### config.mk
export PLATFORM = sky130hd
export DESIGN_NAME = axis_eth_pad_flat
export DESIGN_NICKNAME = d
export VERILOG_FILES = /design/src/rtl/axis_eth_pad_if.sv /design/src/rtl/axis_eth_pad.sv /design/src/flat_wrapper.sv
export SDC_FILE = /design/constraint.sdc
export NUM_CORES = 1
export LEC_CHECK = 0
export CAP_MARGIN = 20
export CELL_PAD_IN_SITES_DETAIL_PLACEMENT = 1
export CELL_PAD_IN_SITES_GLOBAL_PLACEMENT = 1
export CORE_ASPECT_RATIO = 1.75
export CORE_MARGIN = 2
export CORE_UTILIZATION = 35
export CTS_BUF_LIST = sky130_fd_sc_hd__clkbuf_16
export DETAILED_ROUTE_END_ITERATION = 12
export PLACE_DENSITY_LB_ADDON = 0.05
export SYNTH_ARGS = -nofsm -noshare
export SYNTH_HDL_FRONTEND = slang
export SYNTH_SLANG_ARGS = --single-unit
### constraint.sdc
create_clock -name clk -period 2.78 [get_ports clk]
set_input_delay 0.834 -clock clk [delete_from_list [all_inputs] [get_ports clk]]
set_output_delay 0.834 -clock clk [all_outputs]
set_load 0.02 [all_outputs]
### src/rtl/axis_eth_pad_if.sv
// Byte-wide AXI-Stream bundle shared by the pad stage's upstream and downstream ports.
// A beat transfers on a rising clk edge where tvalid & tready are both high; once tvalid is raised
// the source holds tvalid, tdata and tlast stable until that transfer, and tready may change freely.
interface axis_eth_pad_if;
    logic       tvalid;
    logic       tready;
    logic       tlast;
    logic [7:0] tdata;

    modport master (output tvalid, output tlast, output tdata, input tready);
    modport slave  (input tvalid, input tlast, input tdata, output tready);
endinterface

### src/rtl/axis_eth_pad.sv
// Pads short Ethernet frames up to MIN_BYTES with PAD_BYTE and forces GAP_CYCLES idle cycles
// after every frame. Data passes combinationally; there is no internal byte storage.
module axis_eth_pad #(
    parameter int         MIN_BYTES  = 60,
    parameter logic [7:0] PAD_BYTE   = 8'h00,
    parameter int         GAP_CYCLES = 12
) (
    input  logic                  clk,
    input  logic                  areset,
    axis_eth_pad_if.slave         axis_i,
    axis_eth_pad_if.master        axis_o,
    output logic [1:0]            state_dbg
);
    localparam int CW = $clog2(MIN_BYTES + 1);
    localparam int GW = (GAP_CYCLES > 1) ? $clog2(GAP_CYCLES) : 1;
    localparam logic [CW-1:0] CNT_MAX  = CW'(MIN_BYTES);
    localparam logic [CW-1:0] CNT_LAST = CW'(MIN_BYTES - 1);
    localparam logic [CW:0]   MIN_EXT  = (CW + 1)'(MIN_BYTES);
    localparam logic [GW-1:0] GAP_LOAD = GW'((GAP_CYCLES > 0) ? GAP_CYCLES - 1 : 0);

    typedef enum logic [1:0] {
        ST_PASS = 2'd0,
        ST_PAD  = 2'd1,
        ST_GAP  = 2'd2
    } state_t;

    state_t        state_q, state_n;
    logic [CW-1:0] cnt_q, cnt_n;
    logic [GW-1:0] gap_q, gap_n;
    logic [CW:0]   cnt_inc;
    logic          reach_min;
    logic          o_tvalid, o_tlast, i_tready;
    logic [7:0]    o_tdata;

    // One extra bit so the saturated count plus one never wraps.
    assign cnt_inc   = {1'b0, cnt_q} + {{CW{1'b0}}, 1'b1};
    assign reach_min = (cnt_inc >= MIN_EXT);

    always_ff @(posedge clk or posedge areset) begin
        if (areset) begin
            state_q <= ST_PASS;
            cnt_q   <= '0;
            gap_q   <= '0;
        end else begin
            state_q <= state_n;
            cnt_q   <= cnt_n;
            gap_q   <= gap_n;
        end
    end

    always_comb begin
        state_n  = state_q;
        cnt_n    = cnt_q;
        gap_n    = gap_q;
        o_tvalid = 1'b0;
        o_tlast  = 1'b0;
        o_tdata  = axis_i.tdata;
        i_tready = 1'b0;

        case (state_q)
            ST_PASS: begin
                o_tvalid = axis_i.tvalid;
                o_tlast  = axis_i.tlast & reach_min;
                i_tready = axis_o.tready;
                if (axis_i.tvalid && axis_o.tready) begin
                    if (axis_i.tlast && reach_min) begin
                        cnt_n = '0;
                        if (GAP_CYCLES > 0) begin
                            state_n = ST_GAP;
                            gap_n   = GAP_LOAD;
                        end
                    end else if (axis_i.tlast) begin
                        // Short frame: swallow upstream tlast, finish with pad bytes.
                        cnt_n   = cnt_inc[CW-1:0];
                        state_n = ST_PAD;
                    end else begin
                        cnt_n = reach_min ? CNT_MAX : cnt_inc[CW-1:0];
                    end
                end
            end

            ST_PAD: begin
                o_tvalid = 1'b1;
                o_tdata  = PAD_BYTE;
                o_tlast  = (cnt_q == CNT_LAST);
                if (axis_o.tready) begin
                    if (cnt_q == CNT_LAST) begin
                        cnt_n = '0;
                        if (GAP_CYCLES > 0) begin
                            state_n = ST_GAP;
                            gap_n   = GAP_LOAD;
                        end else begin
                            state_n = ST_PASS;
                        end
                    end else begin
                        cnt_n = cnt_inc[CW-1:0];
                    end
                end
            end

            ST_GAP: begin
                // Counts wall-clock cycles; downstream ready has no influence here.
                if (gap_q == '0) begin
                    state_n = ST_PASS;
                end else begin
                    gap_n = gap_q - {{(GW-1){1'b0}}, 1'b1};
                end
            end

            default: begin
                state_n = ST_PASS;
                cnt_n   = '0;
                gap_n   = '0;
            end
        endcase

        if (areset) begin
            o_tvalid = 1'b0;
            i_tready = 1'b0;
        end
    end

    assign axis_o.tvalid = o_tvalid;
    assign axis_o.tlast  = o_tlast;
    assign axis_o.tdata  = o_tdata;
    assign axis_i.tready = i_tready;
    assign state_dbg     = state_q;
endmodule
### src/flat_wrapper.sv
// flat-port wrapper written by rule: the top's interface ports become plain ports
module axis_eth_pad_flat 
#(
    parameter int         MIN_BYTES  = 60,
    parameter logic [7:0] PAD_BYTE   = 8'h00,
    parameter int         GAP_CYCLES = 12
)
  (clk, areset, state_dbg, axis_i_tvalid, axis_i_tlast, axis_i_tdata, axis_i_tready, axis_o_tvalid, axis_o_tlast, axis_o_tdata, axis_o_tready);
  axis_eth_pad_if axis_i_i ();
  axis_eth_pad_if axis_o_i ();
  input  logic clk;
  input  logic areset;
  output logic [1:0] state_dbg;
  input wire logic [$bits(axis_i_i.tvalid)-1:0] axis_i_tvalid;
  input wire logic [$bits(axis_i_i.tlast)-1:0] axis_i_tlast;
  input wire logic [$bits(axis_i_i.tdata)-1:0] axis_i_tdata;
  output wire logic [$bits(axis_i_i.tready)-1:0] axis_i_tready;
  output wire logic [$bits(axis_o_i.tvalid)-1:0] axis_o_tvalid;
  output wire logic [$bits(axis_o_i.tlast)-1:0] axis_o_tlast;
  output wire logic [$bits(axis_o_i.tdata)-1:0] axis_o_tdata;
  input wire logic [$bits(axis_o_i.tready)-1:0] axis_o_tready;
  assign axis_i_i.tvalid = axis_i_tvalid;
  assign axis_i_i.tlast = axis_i_tlast;
  assign axis_i_i.tdata = axis_i_tdata;
  assign axis_i_tready = axis_i_i.tready;
  assign axis_o_tvalid = axis_o_i.tvalid;
  assign axis_o_tlast = axis_o_i.tlast;
  assign axis_o_tdata = axis_o_i.tdata;
  assign axis_o_i.tready = axis_o_tready;
  axis_eth_pad #(.MIN_BYTES(MIN_BYTES), .PAD_BYTE(PAD_BYTE), .GAP_CYCLES(GAP_CYCLES)) u_core (.clk(clk), .areset(areset), .axis_i(axis_i_i), .axis_o(axis_o_i), .state_dbg(state_dbg));
endmodule
## Yosys cells after proc, flatten, opt, wreduce, memory -nomap -nowiden

Index checks and enable logic that the tools add are counted.

- Bits in registers: 12
- Output and inout port bits: 13
- Logic and storage cells: 51
- Input port bits: 13

- $add $sub $neg: 2
- Reduce and logical (&&, ||, !) cells: 7
- Equal/unequal tests: 10
- Order comparisons: 1
- Bitwise logic cells: 2
- Muxes and demuxes: 26

Operators with widths:

| operator | count |
|---|---|
| 6-bit 2-to-1 mux | 6 |
| 4-bit 2-to-1 mux | 5 |
| 6-bit one-hot mux with 3 select lines | 1 |
| 2-bit 2-to-1 mux | 6 |
| 4-bit one-hot mux with 3 select lines | 1 |
| 5-bit AND reduction | 2 |
| 8-bit 2-to-1 mux | 1 |
| 2-bit by 1-bit != test with 1-bit output (second input constant) | 4 |
| 6-bit by 1-bit adder with 7-bit output (second input constant) | 1 |
| 7-bit by 6-bit greater-or-equal comparator with 1-bit output (second input constant) | 1 |
| 6-bit == test (second input constant) | 1 |
| 2-bit one-hot mux with 3 select lines | 1 |
| 4-bit zero test | 1 |
| 2-bit != test (second input constant) | 2 |
| 1-bit one-hot mux with 2 select lines | 2 |
| 4-bit by 1-bit subtractor with 4-bit output (second input constant) | 1 |
| 1-bit 2-to-1 mux | 3 |
| 3-bit by 2-bit != test with 1-bit output (second input constant) | 1 |
| 3-bit AND reduction | 1 |
| 2-bit by 1-bit == test with 1-bit output (second input constant) | 1 |
| 2-bit == test (second input constant) | 1 |
| 1-bit logical AND | 2 |
| 2-bit zero test | 1 |
| 1-bit AND | 1 |
| 1-bit NOT | 1 |

## Longest topological paths before layout

Gate-level depths: netlist of run 1.

- Depth after elaboration: 7
- Gate-level depth with buffers: 7
- Gate-level depth less buffers: 7

## Least setup slack after synthesis of run 1

Ideal clock, no wire load.

- Path kind: register to output
- From: register u_core.cnt_q[0]
- To: output port axis_o_tlast
- Arrival time: 1.740 ns
- Cell stages (with the launch flop): 7
- Buffers on the path: 0
- Required time: 1.946 ns
- Slack: 0.206 ns
- Path through: dfrtp_1 > ha_1 > and3_1 > and3_1 > o22ai_4 > o31a_1 > nor2_1

- Word-level cells in the longest chain between the ends: 4
- Elaborated cells between the ends (all ways): 5
- Those cells by class: add/sub: 1; order compare: 1; eq/ne: 1; mux: 1; bitwise: 1

RTL lines:

| item | line | source |
|---|---|---|
| start, declared | axis_eth_pad.sv:28 | `logic [CW-1:0] cnt_q, cnt_n;` |
| start signal, assigned | axis_eth_pad.sv:46 | `cnt_q <= cnt_n;` |
| 6-bit by 1-bit adder with 7-bit output | axis_eth_pad.sv:36 | `assign cnt_inc = {1'b0, cnt_q} + {{CW{1'b0}}, 1'b1};` |
| 7-bit by 6-bit greater-or-equal comparator with 1-bit output | axis_eth_pad.sv:37 | `assign reach_min = (cnt_inc >= MIN_EXT);` |
| 1-bit AND | axis_eth_pad.sv:63 | `o_tlast = axis_i.tlast & reach_min;` |
| 1-bit one-hot mux with 2 select lines (*) | axis_eth_pad.sv:60 | `case (state_q)` |
| end, declared | flat_wrapper.sv:19 | `output wire logic [$bits(axis_o_i.tlast)-1:0] axis_o_tlast;` |

Every way passes the cells marked *; elsewhere a longest branch is shown, timed or not.

## Worst setup path after layout of run 1

Ends and elaborated chain as after synthesis.

==> impl_results.md, run 1 <==
- Outcome: completed
- Number of standard cells after synthesis: roughly 110
- GPL Wtd Cong: 0.7662
- Headroom to the max-slew limit: between 50% and 60%
- Layout net count: 174
- Overall power consumption: 881.7 uW
- Num Clock Sinks: 12
- Worst Path Max Fanout: 3
- Initial standard-cell utilization of the core: between 30% and 40%
- Crit path capture type: output pin
- Number of antenna diodes: 0
- Launch point of the worst reg-to-reg path: u_core.cnt_q[0]
- Post-route DRC: 0
- Register area: around 300 um2
- Average instance area after synthesis: 8.921 um2
- CP startpoint: u_core.cnt_q[0]
- Number of cells on the critical path: 7
- Worst Hold Class: flip-flop to flip-flop
- Average wire length per cell after detail routing: 16.83 um
- Max stage delay on crit path: 0.39 ns
- Post-route setup slack: 0.06207 ns
- PD cells: roughly 590 nW/um2
- Max-cap check violation count: 0
- Lkg Pwr: 0.7065 nW
- Max Fclk: 367.9 MHz
- Synth warnings: 0
- Die Area: 3205 um2
- Fill cell total of the finished layout: approximately 330
- Length in cells of the worst reg-to-reg path: 7
- Ranking of synthesized cells by area: sky130_fd_sc_hd__dfrtp_1, sky130_fd_sc_hd__and2_1, sky130_fd_sc_hd__ha_1
- Area inside the core boundary: 2659 um2
- Vertical extent of the die: 73.41 um
- Grt total ovfl: 0
- Maximum ir drop on the vdd rail: 0.0002862 V
- Final max-slew violation count: 0
- Final setup fails: 0
- Cells along the critical path: buf_4, and4_4, mux2i_4, o22ai_4, o31a_1, nor2_1, buf_4
- HPWL after DPL: 2.551 mm
- 1st-iter DRT viols: 14
- Std-Cell Rows: 25
- Number of antenna violations at the first check in global routing: 0
- Reg-to-reg slack, setup: 0.81 ns
- First-pass GRT wire length: a little over 5 mm
- Pre-antenna DRT Iters: 4
- Antenna-violating nets left: 0
- Endpoints failing hold: 0
- Number of nets in the synthesized netlist: roughly 120
- Category of the worst setup path launch point: flip-flop
- Number of buffers added to fix hold violations after cts: 0
- Data arrival time of the worst path: 1.88 ns
- Number of placed I/O pins: 26
- Pre-CTS WS: -0.4244 ns
- Mean number of vias per cell: 5.451
- Unrepaired setup endpoints after global routing: yes
- Share of synthesized area occupied by flip-flops and latches: 31.17%
- Area share of the leading cell type in the synthesized netlist: 31.17%
- Yosys top cell by area: sky130_fd_sc_hd__dfrtp_1
- Dominant cell type by count on the critical path: sky130_fd_sc_hd__buf_4
- TritonCTS clock tree: yes
- Buffer levels on the longest clock path: 2
- Number of placed instances, taps included: 180
- H-tree Lvls: 1
- Worst-path cell with the longest stage delay: sky130_fd_sc_hd__dfrtp_1
- Setup crit end: axis_o_tlast
- Multi-input gate area: 640.6 um2
- Period utilization: 97.77%
- Slew at the pin with the worst max-slew slack: 0.7448 ns
- Total detailed-routing wirelength: 3.096 mm
- All-Layer GR Usage: 21.87%
- Number of cells in the finished layout apart from fillers: between 150 and 200
- Required time reported for the critical path endpoint: 1.95 ns
- Family with the most delay on the worst path: flip-flops
- Maximum number of pins on one net before global-route repair: 13
- Layout area overhead: 54.68%
- Post-CTS Setup Repair Bufs: 0
- Inserted Clock Buffers: 3
- Cell area after synthesis: around 960 um2
- Number of global-route vias before repair: ~1,100
- Die W: 43.66 um
- Destination of the worst register-to-register timing path: u_core.cnt_q[2]
- Insertion delay to the later sink of the worst-skew pair: roughly 0.24 ns
- Proportion of register bits with asynchronous set or reset after synthesis: 100.0%
- Number of buffer and inverter instances along the worst setup path: 2
- PortBufs: 25
- Time the final worst path needs with I/O delays and setup: 2.718 ns
- FF+latch count, synth: 12
- Detailed-route via count: 1,003
- Min-Delay Startpoint: u_core.gap_q[1]
- Smallest hold slack: 0.5404 ns
- Most used DFF post-synth: sky130_fd_sc_hd__dfrtp_1
- Clock slew at the register clock pins of the worst setup and hold paths: around 0.050 ns
- Worst clock skew on the final layout: 0.002288 ns
- Classification of the worst setup path: flip-flop to output pin
- Fraction of final layout cells with drive strength greater than 1: about a quarter
- Number of enable flip-flop cells after synthesis: 0
- Buffer type at the clock tree root: sky130_fd_sc_hd__clkbuf_16
- Number of library cell types mapped by synthesis: 43
==> Yosys cell counts, drive strengths merged (2+ instances only) <==
| master | count |
|---|---|
| dfrtp | 12 |
| nand2 | 9 |
| and2 | 8 |
| nor2 | 8 |
| o21ai | 7 |
| a21oi | 6 |
| inv | 6 |
| a22o | 4 |
| and3 | 3 |
| ha | 3 |
| nand2b | 3 |
| o22ai | 3 |
| buf | 2 |
| clkbuf | 2 |
| nand3 | 2 |
| nand3b | 2 |
| nor3 | 2 |
| o21a | 2 |
| xnor2 | 2 |
==> logic make-up after synthesis <==
family          after synthesis  synth area share [%]
buf+inv                      10                 5.455
compound gates               35                 30.13
fa+ha+maj                     3                 3.897
mux                           1                 1.428
simple gates                 44                 25.20
flops                        12                 31.17
xor+xnor                      3                 2.728
==> layout by cell type (no fill, tap or decap), drive strengths merged, types with 2 or more instances in the layout <==
cell type      count
buf               25
clkdlybuf4s50     13
dfrtp             12
nand2              9
dlygate4sd2        9
nor2               8
and2               8
o21ai              7
inv                6
a21oi              6
a22o               4
clkbuf             4
nand2b             3
and3               3
o22ai              3
ha                 3
nand3b             2
xnor2              2
nor3               2
o21a               2
nand3              2
==> area by class of cell <==
class | count | area share, %
Multi-Input combinational cell | 86 | 42.99
Sequential cell | 12 | 20.15
Tap cell | 27 | 2.267
Timing Repair Buffer | 49 | 27.79
Clock buffer | 3 | 5.038
Inverter | 6 | 1.511
Clock inverter | 1 | 0.2519
==> timing repair <==
item                       4_1_cts  5_1_grt
resized for setup               15        8
setup endpoints to repair       11        2
pin swaps                        0        2
==> routing by layer <==
metal / wire length [um] / vias up / GRT usage (%)
li1: - / 494 / -
met1: 1088 / 481 / 20.92
met2: 1874 / 20 / 43.63
met3: 58 / 8 / 2.457
met4: 74 / 0 / 9.764
met5: 0 / - / 0
==> power breakdown <==
part | total [mW] | internal (mW) | switching (mW)
logic | 0.350 | 0.191 | 0.159
clock network | 0.270 | 0.190 | 0.0802
registers | 0.261 | 0.218 | 0.0435
==> stage by stage <==
step	TNS, ns	util, %	instance area, um2
after floorplan	0	-	963.4
after global placement	-1.215	52.56	1398
after detailed placement	-1.264	52.56	1398
after CTS	0	54.96	1461
after global routing	-0.02626	56.05	1490
final	0	56.05	1490
==> worst min-delay path by stage <==
stage / slack [ns] / to / depth (start not counted)
2_1_floorplan: 0.50 / u_core.gap_q[1] / 1
5_1_grt: 0.57 / u_core.gap_q[1] / 1
3_5_place_dp: 0.53 / u_core.gap_q[1] / 1
3_3_place_gp: 0.52 / u_core.gap_q[1] / 1
4_1_cts: 0.54 / u_core.gap_q[1] / 1
6_report: 0.54 / u_core.gap_q[1] / 1
==> state kept, by name, indices dropped and copies added, names as in the netlist <==
| register | flops |
|---|---|
| u_core.state_dbg | 2 |
| u_core.cnt_q | 6 |
| u_core.gap_q | 4 |
Power figures use the tool's default switching activity.
==> inputs of run 2 (changes only) <==
Settings changed: CORE_UTILIZATION 35 to 40, CTS_BUF_LIST sky130_fd_sc_hd__clkbuf_16 to not set, DONT_BUFFER_PORTS set to 1, REMOVE_ABC_BUFFERS set to 1.
==> run 2 against run 1 <==
  * Sequential power rose by 7%
  * First-iteration DRC count fell by 29%
  * Critical path depth unchanged
  * Global-route usage shrank 1.5 points
  * Non-clock buffer count shrank 40
  * Final area decreased by 26%
  * Clock skew up 0.0027 ns
  * Cell count fell by 23%
  * Sequential share of layout area rose by 7.2 points
  * Clock-buffer cell count up 1
  * Critical endpoint unchanged
==> impl_results.md, run 2 (same netlist as run 1, synthesis figures left out) <==
- Flip-flop count of the largest register, all copies and words added: 6
- Std-Cell Rows: 23
- Post-route DRC: 0
- Detailed-route via count: 832
- Post-route standard cell area excluding fillers: 1107 um2
- First-pass GRT wire length: between 3 and 4 mm
- Total internal power: 480.0 uW
- Number of buffer and inverter instances along the worst setup path: 2
- Antenna-violating nets left: 0
- Fraction of final layout cells with drive strength greater than 1: 22.22%
- Overall power consumption: 728.6 uW
- Layout net count: 134
- Max stage delay on crit path: ~0.4 ns
- Insertion delay to the later sink of the worst-skew pair: 0.24 ns
- Final core area utilization: 48.10%
- Die Area: between 2000 and 3000 um2
- Clock slew at the register clock pins of the worst setup and hold paths: 0.06 ns
- Mean number of vias per cell: 5.859
- Classification of the worst setup path: flip-flop to output pin
- Die W: 41.10 um
- TritonCTS clock tree: yes
- Layout area overhead: 14.93%
- Max Fclk: 368.2 MHz
- Worst-path cell with the longest stage delay: sky130_fd_sc_hd__dfrtp_2
- Number of antenna diodes: 0
- Switching pwr: 248.7 uW
- Average wire length per cell after detail routing: approximately 18 um
- Final max-slew violation count: 0
- Number of placed instances, taps included: 136
- Lkg Pwr: around 0.47 nW
- Headroom to the max-slew limit: roughly 51%
- Number of global-route vias before repair: 827
- Number of placed I/O pins: 26
- H-tree Lvls: 1
- Max-cap check violation count: 0
- Category of the worst setup path launch point: flip-flop
- Unrepaired setup endpoints after global routing: no
- Commonest cells after routing, fill and taps aside: sky130_fd_sc_hd__dfrtp_1, sky130_fd_sc_hd__nand2_1, sky130_fd_sc_hd__buf_4
- Part of the power in combinational logic: between 30% and 40%
- Num Clock Sinks: 12
- Number of antenna violations at the first check in global routing: 0
- Worst Hold Class: input port to asynchronous set/reset pin
- Pre-CTS WS: ~0.13 ns
- Maximum number of pins on one net before global-route repair: 16
- Maximum ir drop on the vdd rail: around 0.00033 V
- Buffer levels on the longest clock path: 2
- Fill cell total of the finished layout: 276
- Slew at the pin with the worst max-slew slack: 0.7283 ns
- Initial standard-cell utilization of the core: between 40% and 50%
- All-Layer GR Usage: between 20 and 25%
- Family with the most delay on the worst path: flip-flops
- PortBufs: 0
- Register area: roughly 300 um2
- Number of cells in the finished layout apart from fillers: approximately 140
- Time the final worst path needs with I/O delays and setup: 2.716 ns
- Worst Path Max Fanout: 3
- Setup Total Neg Slack: 0 ns
- Final setup fails: 0
- Worst clock skew on the final layout: 0.004948 ns
- Period utilization: 97.70%
- Pre-antenna DRT Iters: 4
- Largest register by flop count: u_core.cnt_q
- Smallest hold slack: 0.4886 ns
- Multi-input gate area: between 600 and 700 um2
- PD cells: approximately 660 nW/um2
- Inserted Clock Buffers: 3
- Total detailed-routing wirelength: 2.559 mm
- Number of buffers added to fix hold violations after cts: 0
- Area inside the core boundary: about 2300 um2
- Outcome: completed
- 1st-iter DRT viols: 10
- HPWL after DPL: 1.976 mm
- Clock group share of total power: between 20% and 30%
- Portion of total power attributed to sequential cells: a little under two fifths
- Crit path capture type: output pin
- Dominant cell type by count on the critical path: sky130_fd_sc_hd__buf_4
- Grt total ovfl: 0
- Cells along the critical path: buf_4, and4_4, mux2i_2, o22ai_4, o31a_1, nor2_1, buf_4
- Vertical extent of the die: 68.92 um
- Endpoints failing hold: 0
- Data arrival time of the worst path: 1.88 ns
- Leading cell type in the layout, fill and taps excluded: sky130_fd_sc_hd__dfrtp_1
- Post-route setup slack: between 0.06 and 0.07 ns
- Placed cell areas: 1017 um2
- Required time reported for the critical path endpoint: 1.95 ns
- GPL Wtd Cong: 0.7371
- Buffer type at the clock tree root: sky130_fd_sc_hd__clkbuf_8
- Fraction of power spent switching nets: 34.13%
==> run 2: area by class of cell <==
class	count	share of cell area, %
multi-input combinational	86	56.72
sequential	12	27.34
timing repair buffer	9	6.102
clock buffer	4	4.972
tap	25	2.825
inverter	6	2.034
==> run 2: final timing paths <==
| kind | slack (ns) | endpoint | start | cells after the start |
|---|---|---|---|---|
| min | 0.49 | u_core.cnt_q[1] | areset | 2 |
| max | 0.06 | axis_o_tlast | u_core.cnt_q[0] | 7 |
| max in group asynchronous | 2.12 | u_core.cnt_q[0] | areset | 2 |
| min in group clk | 0.55 | u_core.gap_q[0] | u_core.gap_q[0] | 1 |
| min reg2reg | 0.55 | u_core.gap_q[0] | u_core.gap_q[0] | 1 |
| max reg2reg | 0.79 | u_core.cnt_q[2] | u_core.cnt_q[0] | 7 |
==> run 2: worst register-to-register path: stages (launching register included) <==
cell and delay (ns):
sky130_fd_sc_hd__dfrtp_2 0.40, sky130_fd_sc_hd__buf_4 0.12, sky130_fd_sc_hd__and4_4 0.23, sky130_fd_sc_hd__mux2i_2 0.28
sky130_fd_sc_hd__o22ai_4 0.10, sky130_fd_sc_hd__buf_4 0.17, sky130_fd_sc_hd__o311a_4 0.38, sky130_fd_sc_hd__a22o_1 0.19
==> run 2: timing repair <==
action	in CTS	in global routing
endpoints found under the hold margin	0	0
resized for setup	4	1
buffers inserted	2	0
setup endpoints to repair	1	1
==> run 2: per-layer routing <==
layer / up-vias / GRT usage [%] / wire length, um
li1: 408 / - / -
met1: 414 / 23.55 / 1007
met2: 8 / 35.74 / 1492
met3: 2 / 1.923 / 30
met4: 0 / 8.468 / 29
met5: - / 0 / 0
==> run 2: power groups by stage <==
| stage | Combinational (mW) | Clock (mW) | Sequential, mW |
|---|---|---|---|
| 6_report | 0.259 | 0.191 | 0.279 |
| 5_1_grt | 0.295 | 0.206 | 0.284 |
| 4_1_cts | 0.255 | 0.195 | 0.274 |
| 3_5_place_dp | 0.234 | 0 | 0.280 |
| 3_3_place_gp | 0.234 | 0 | 0.272 |
| 2_1_floorplan | 0.162 | 0 | 0.272 |
==> inputs of run 3 (changes only) <==
Settings changed: CORE_ASPECT_RATIO 1.75 to not set, CORE_UTILIZATION 40 to 45, SLEW_MARGIN set to 5.
==> run 3 against run 2 <==
  * The flow now finishes with violations (negative setup slack)
  * Die area down 11%
  * Register-to-register slack hardly changed
  * Final area decreased by 1.5%
  * Total power is 6.2% lower
  * Critical path depth did not move
  * Hold slack lost 0.055 ns
  * Clock power down 24%
  * Flip-flop and latch count is the same
  * Critical path type unchanged
==> impl_results.md, run 3 (same netlist as run 1, synthesis figures left out) <==
- Flip-flop count of the largest register, all copies and words added: 6
- Fill cell total of the finished layout: approximately 240
- Post-route DRC: 0
- Number of buffers added to fix hold violations after cts: 0
- Overall power consumption: 683.7 uW
- 1st-iter DRT viols: 14
- Die Area: 2527 um2
- Leading cell type in the layout, fill and taps excluded: sky130_fd_sc_hd__dfrtp_1
- Unrepaired setup endpoints after global routing: yes
- Number of buffer and inverter instances along the worst setup path: 1
- Grt total ovfl: 0
- Lkg Pwr: 0.4552 nW
- Die W: 50.27 um
- Slew at the pin with the worst max-slew slack: 0.7306 ns
- Average wire length per cell after detail routing: 18.16 um
- Number of placed I/O pins: 26
- Number of antenna violations at the first check in global routing: 0
- Total detailed-routing wirelength: 2.597 mm
- Met3 demand-to-capacity share in global routing: 6.548%
- Worst Path Max Fanout: 5
- Final max-slew violation count: 0
- Largest register by flop count: u_core.cnt_q
- Headroom to the max-slew limit: 51.18%
- Classification of the worst setup path: flip-flop to output pin
- Post-route setup slack: -0.003333 ns
- GPL Wtd Cong: 0.8227
- Fraction of final layout cells with drive strength greater than 1: 22.41%
- Clock slew at the register clock pins of the worst setup and hold paths: roughly 0.090 ns
- Worst-path cell with the longest stage delay: sky130_fd_sc_hd__dfrtp_2
- Maximum ir drop on the vdd rail: 0.0002874 V
- H-tree Lvls: 1
- Area inside the core boundary: 1982 um2
- PortBufs: 0
- Cells along the critical path: ha_2, and3_4, and3_4, o22ai_4, o31a_1, nor2_1, buf_4
- Pre-antenna DRT Iters: 4
- Number of global-route vias before repair: 936
- Max-cap check violation count: 0
- Register area: 302.8 um2
- TritonCTS clock tree: yes
- PD cells: ~630 nW/um2
- Max Fclk: 359.3 MHz
- Buffer levels on the longest clock path: 2
- Antenna-violating nets left: 0
- GR Util met2: 37.94%
- Data arrival time of the worst path: 1.95 ns
- Number of antenna diodes: 0
- Endpoints failing hold: 0
- GRT met1 Usage: approximately 29%
- Final setup fails: 1
- Maximum number of pins on one net before global-route repair: 16
- Violated checks: negative setup slack
- Mean number of vias per cell: 5.972
- Family with the most delay on the worst path: simple AND/OR/NAND/NOR gates
- Worst Hold Class: input port to asynchronous set/reset pin
- Pre-CTS WS: 0.1486 ns
- Required time reported for the critical path endpoint: a little under 2 ns
- Max stage delay on crit path: 0.41 ns
- Crit path capture type: output pin
- Commonest cells after routing, fill and taps aside: sky130_fd_sc_hd__dfrtp_1, sky130_fd_sc_hd__nand2_1, sky130_fd_sc_hd__nor2_1, sky130_fd_sc_hd__and2_1
- All-Layer GR Usage: 23.42%
- Worst clock skew on the final layout: 0.008718 ns
- Num Clock Sinks: 12
- Initial standard-cell utilization of the core: 48.61%
- Dominant cell type by count on the critical path: sky130_fd_sc_hd__and3_4
- Std-Cell Rows: 16
- Buffer type at the clock tree root: sky130_fd_sc_hd__clkbuf_4
- Vertical extent of the die: between 50 and 60 um
- Inserted Clock Buffers: 3
- HPWL after DPL: 1.824 mm
- First-pass GRT wire length: 4.374 mm
- Detailed-route via count: approximately 850
- Outcome: finished with violations
- Multi-input gate area: approximately 630 um2
- Category of the worst setup path launch point: flip-flop
- Layout net count: about 130
- Global-route layer with the greatest usage: met2
- Layout area overhead: 13.25%
- Insertion delay to the later sink of the worst-skew pair: 0.29 ns
- Time the final worst path needs with I/O delays and setup: 2.783 ns
- Period utilization: 100.1%
## run 3: changes by cell type in the layout (fill, tap and decap cells not counted), sizes merged
cell and delta:
buf -1
## run 3: power breakdown
part	total, mW	internal [mW]	switching (mW)
sequential	0.278	0.219	0.0588
combinational	0.260	0.138	0.122
clock	0.146	0.0798	0.0660
total	0.684	0.437	0.247
## run 3: worst register-to-register path, delay by kind of cell (launching register included)
family / cells / cell delay, ns
AOI/OAI and AO/OA: 3 / 0.65
buffers and inverters: 1 / 0.17
adders and majority gates: 1 / 0.23
DFF: 1 / 0.41
and+or+nand+nor: 2 / 0.42
## run 3: area by class of cell
cell class                 instances  area share (%)
inverter                           6           2.064
timing repair buffer               8           5.849
sequential                        12           27.75
tap                               27           3.096
clock buffer                       4           3.326
multi-input combinational         86           57.91
## run 3: layer usage
metal | vias to the layer above | wire [um]
met4 | 0 | 34
met5 | - | 0
met1 | 415 | 1164
met2 | 22 | 1292
li1 | 412 | -
met3 | 5 | 106
## run 3: final timing paths
kind                                 start                   to  slack (ns)  cells after the start
min reg2reg                u_core.gap_q[0]      u_core.gap_q[0]        0.56                      1
max                        u_core.cnt_q[0]         axis_o_tlast      -0.003                      7
max reg2reg                u_core.cnt_q[0]      u_core.cnt_q[5]        0.79                      7
min                                 areset  u_core.state_dbg[0]        0.43                      2
min in group clk           u_core.gap_q[0]      u_core.gap_q[0]        0.56                      1
max in group asynchronous           areset      u_core.cnt_q[3]        2.16                      2
## run 3: what timing repair did
action                                  CTS  global route
endpoints found under the setup margin    1             1
setup buffers                             4             0
resized for setup                         6             1
## run 3: metrics by stage
stage          instance area (um2)  cells  hold WS (ns)  util, %    TNS, ns
6_report                      1091    143        0.4333    55.05  -0.003333
5_1_grt                       1091    143        0.4503    55.05    -0.1121
4_1_cts                       1087    143        0.4319    54.86          0
3_5_place_dp                 997.2    135        0.5405    50.32          0
3_3_place_gp                 997.2    135        0.5342    50.32          0
2_1_floorplan                933.4    104        0.5011        -          0
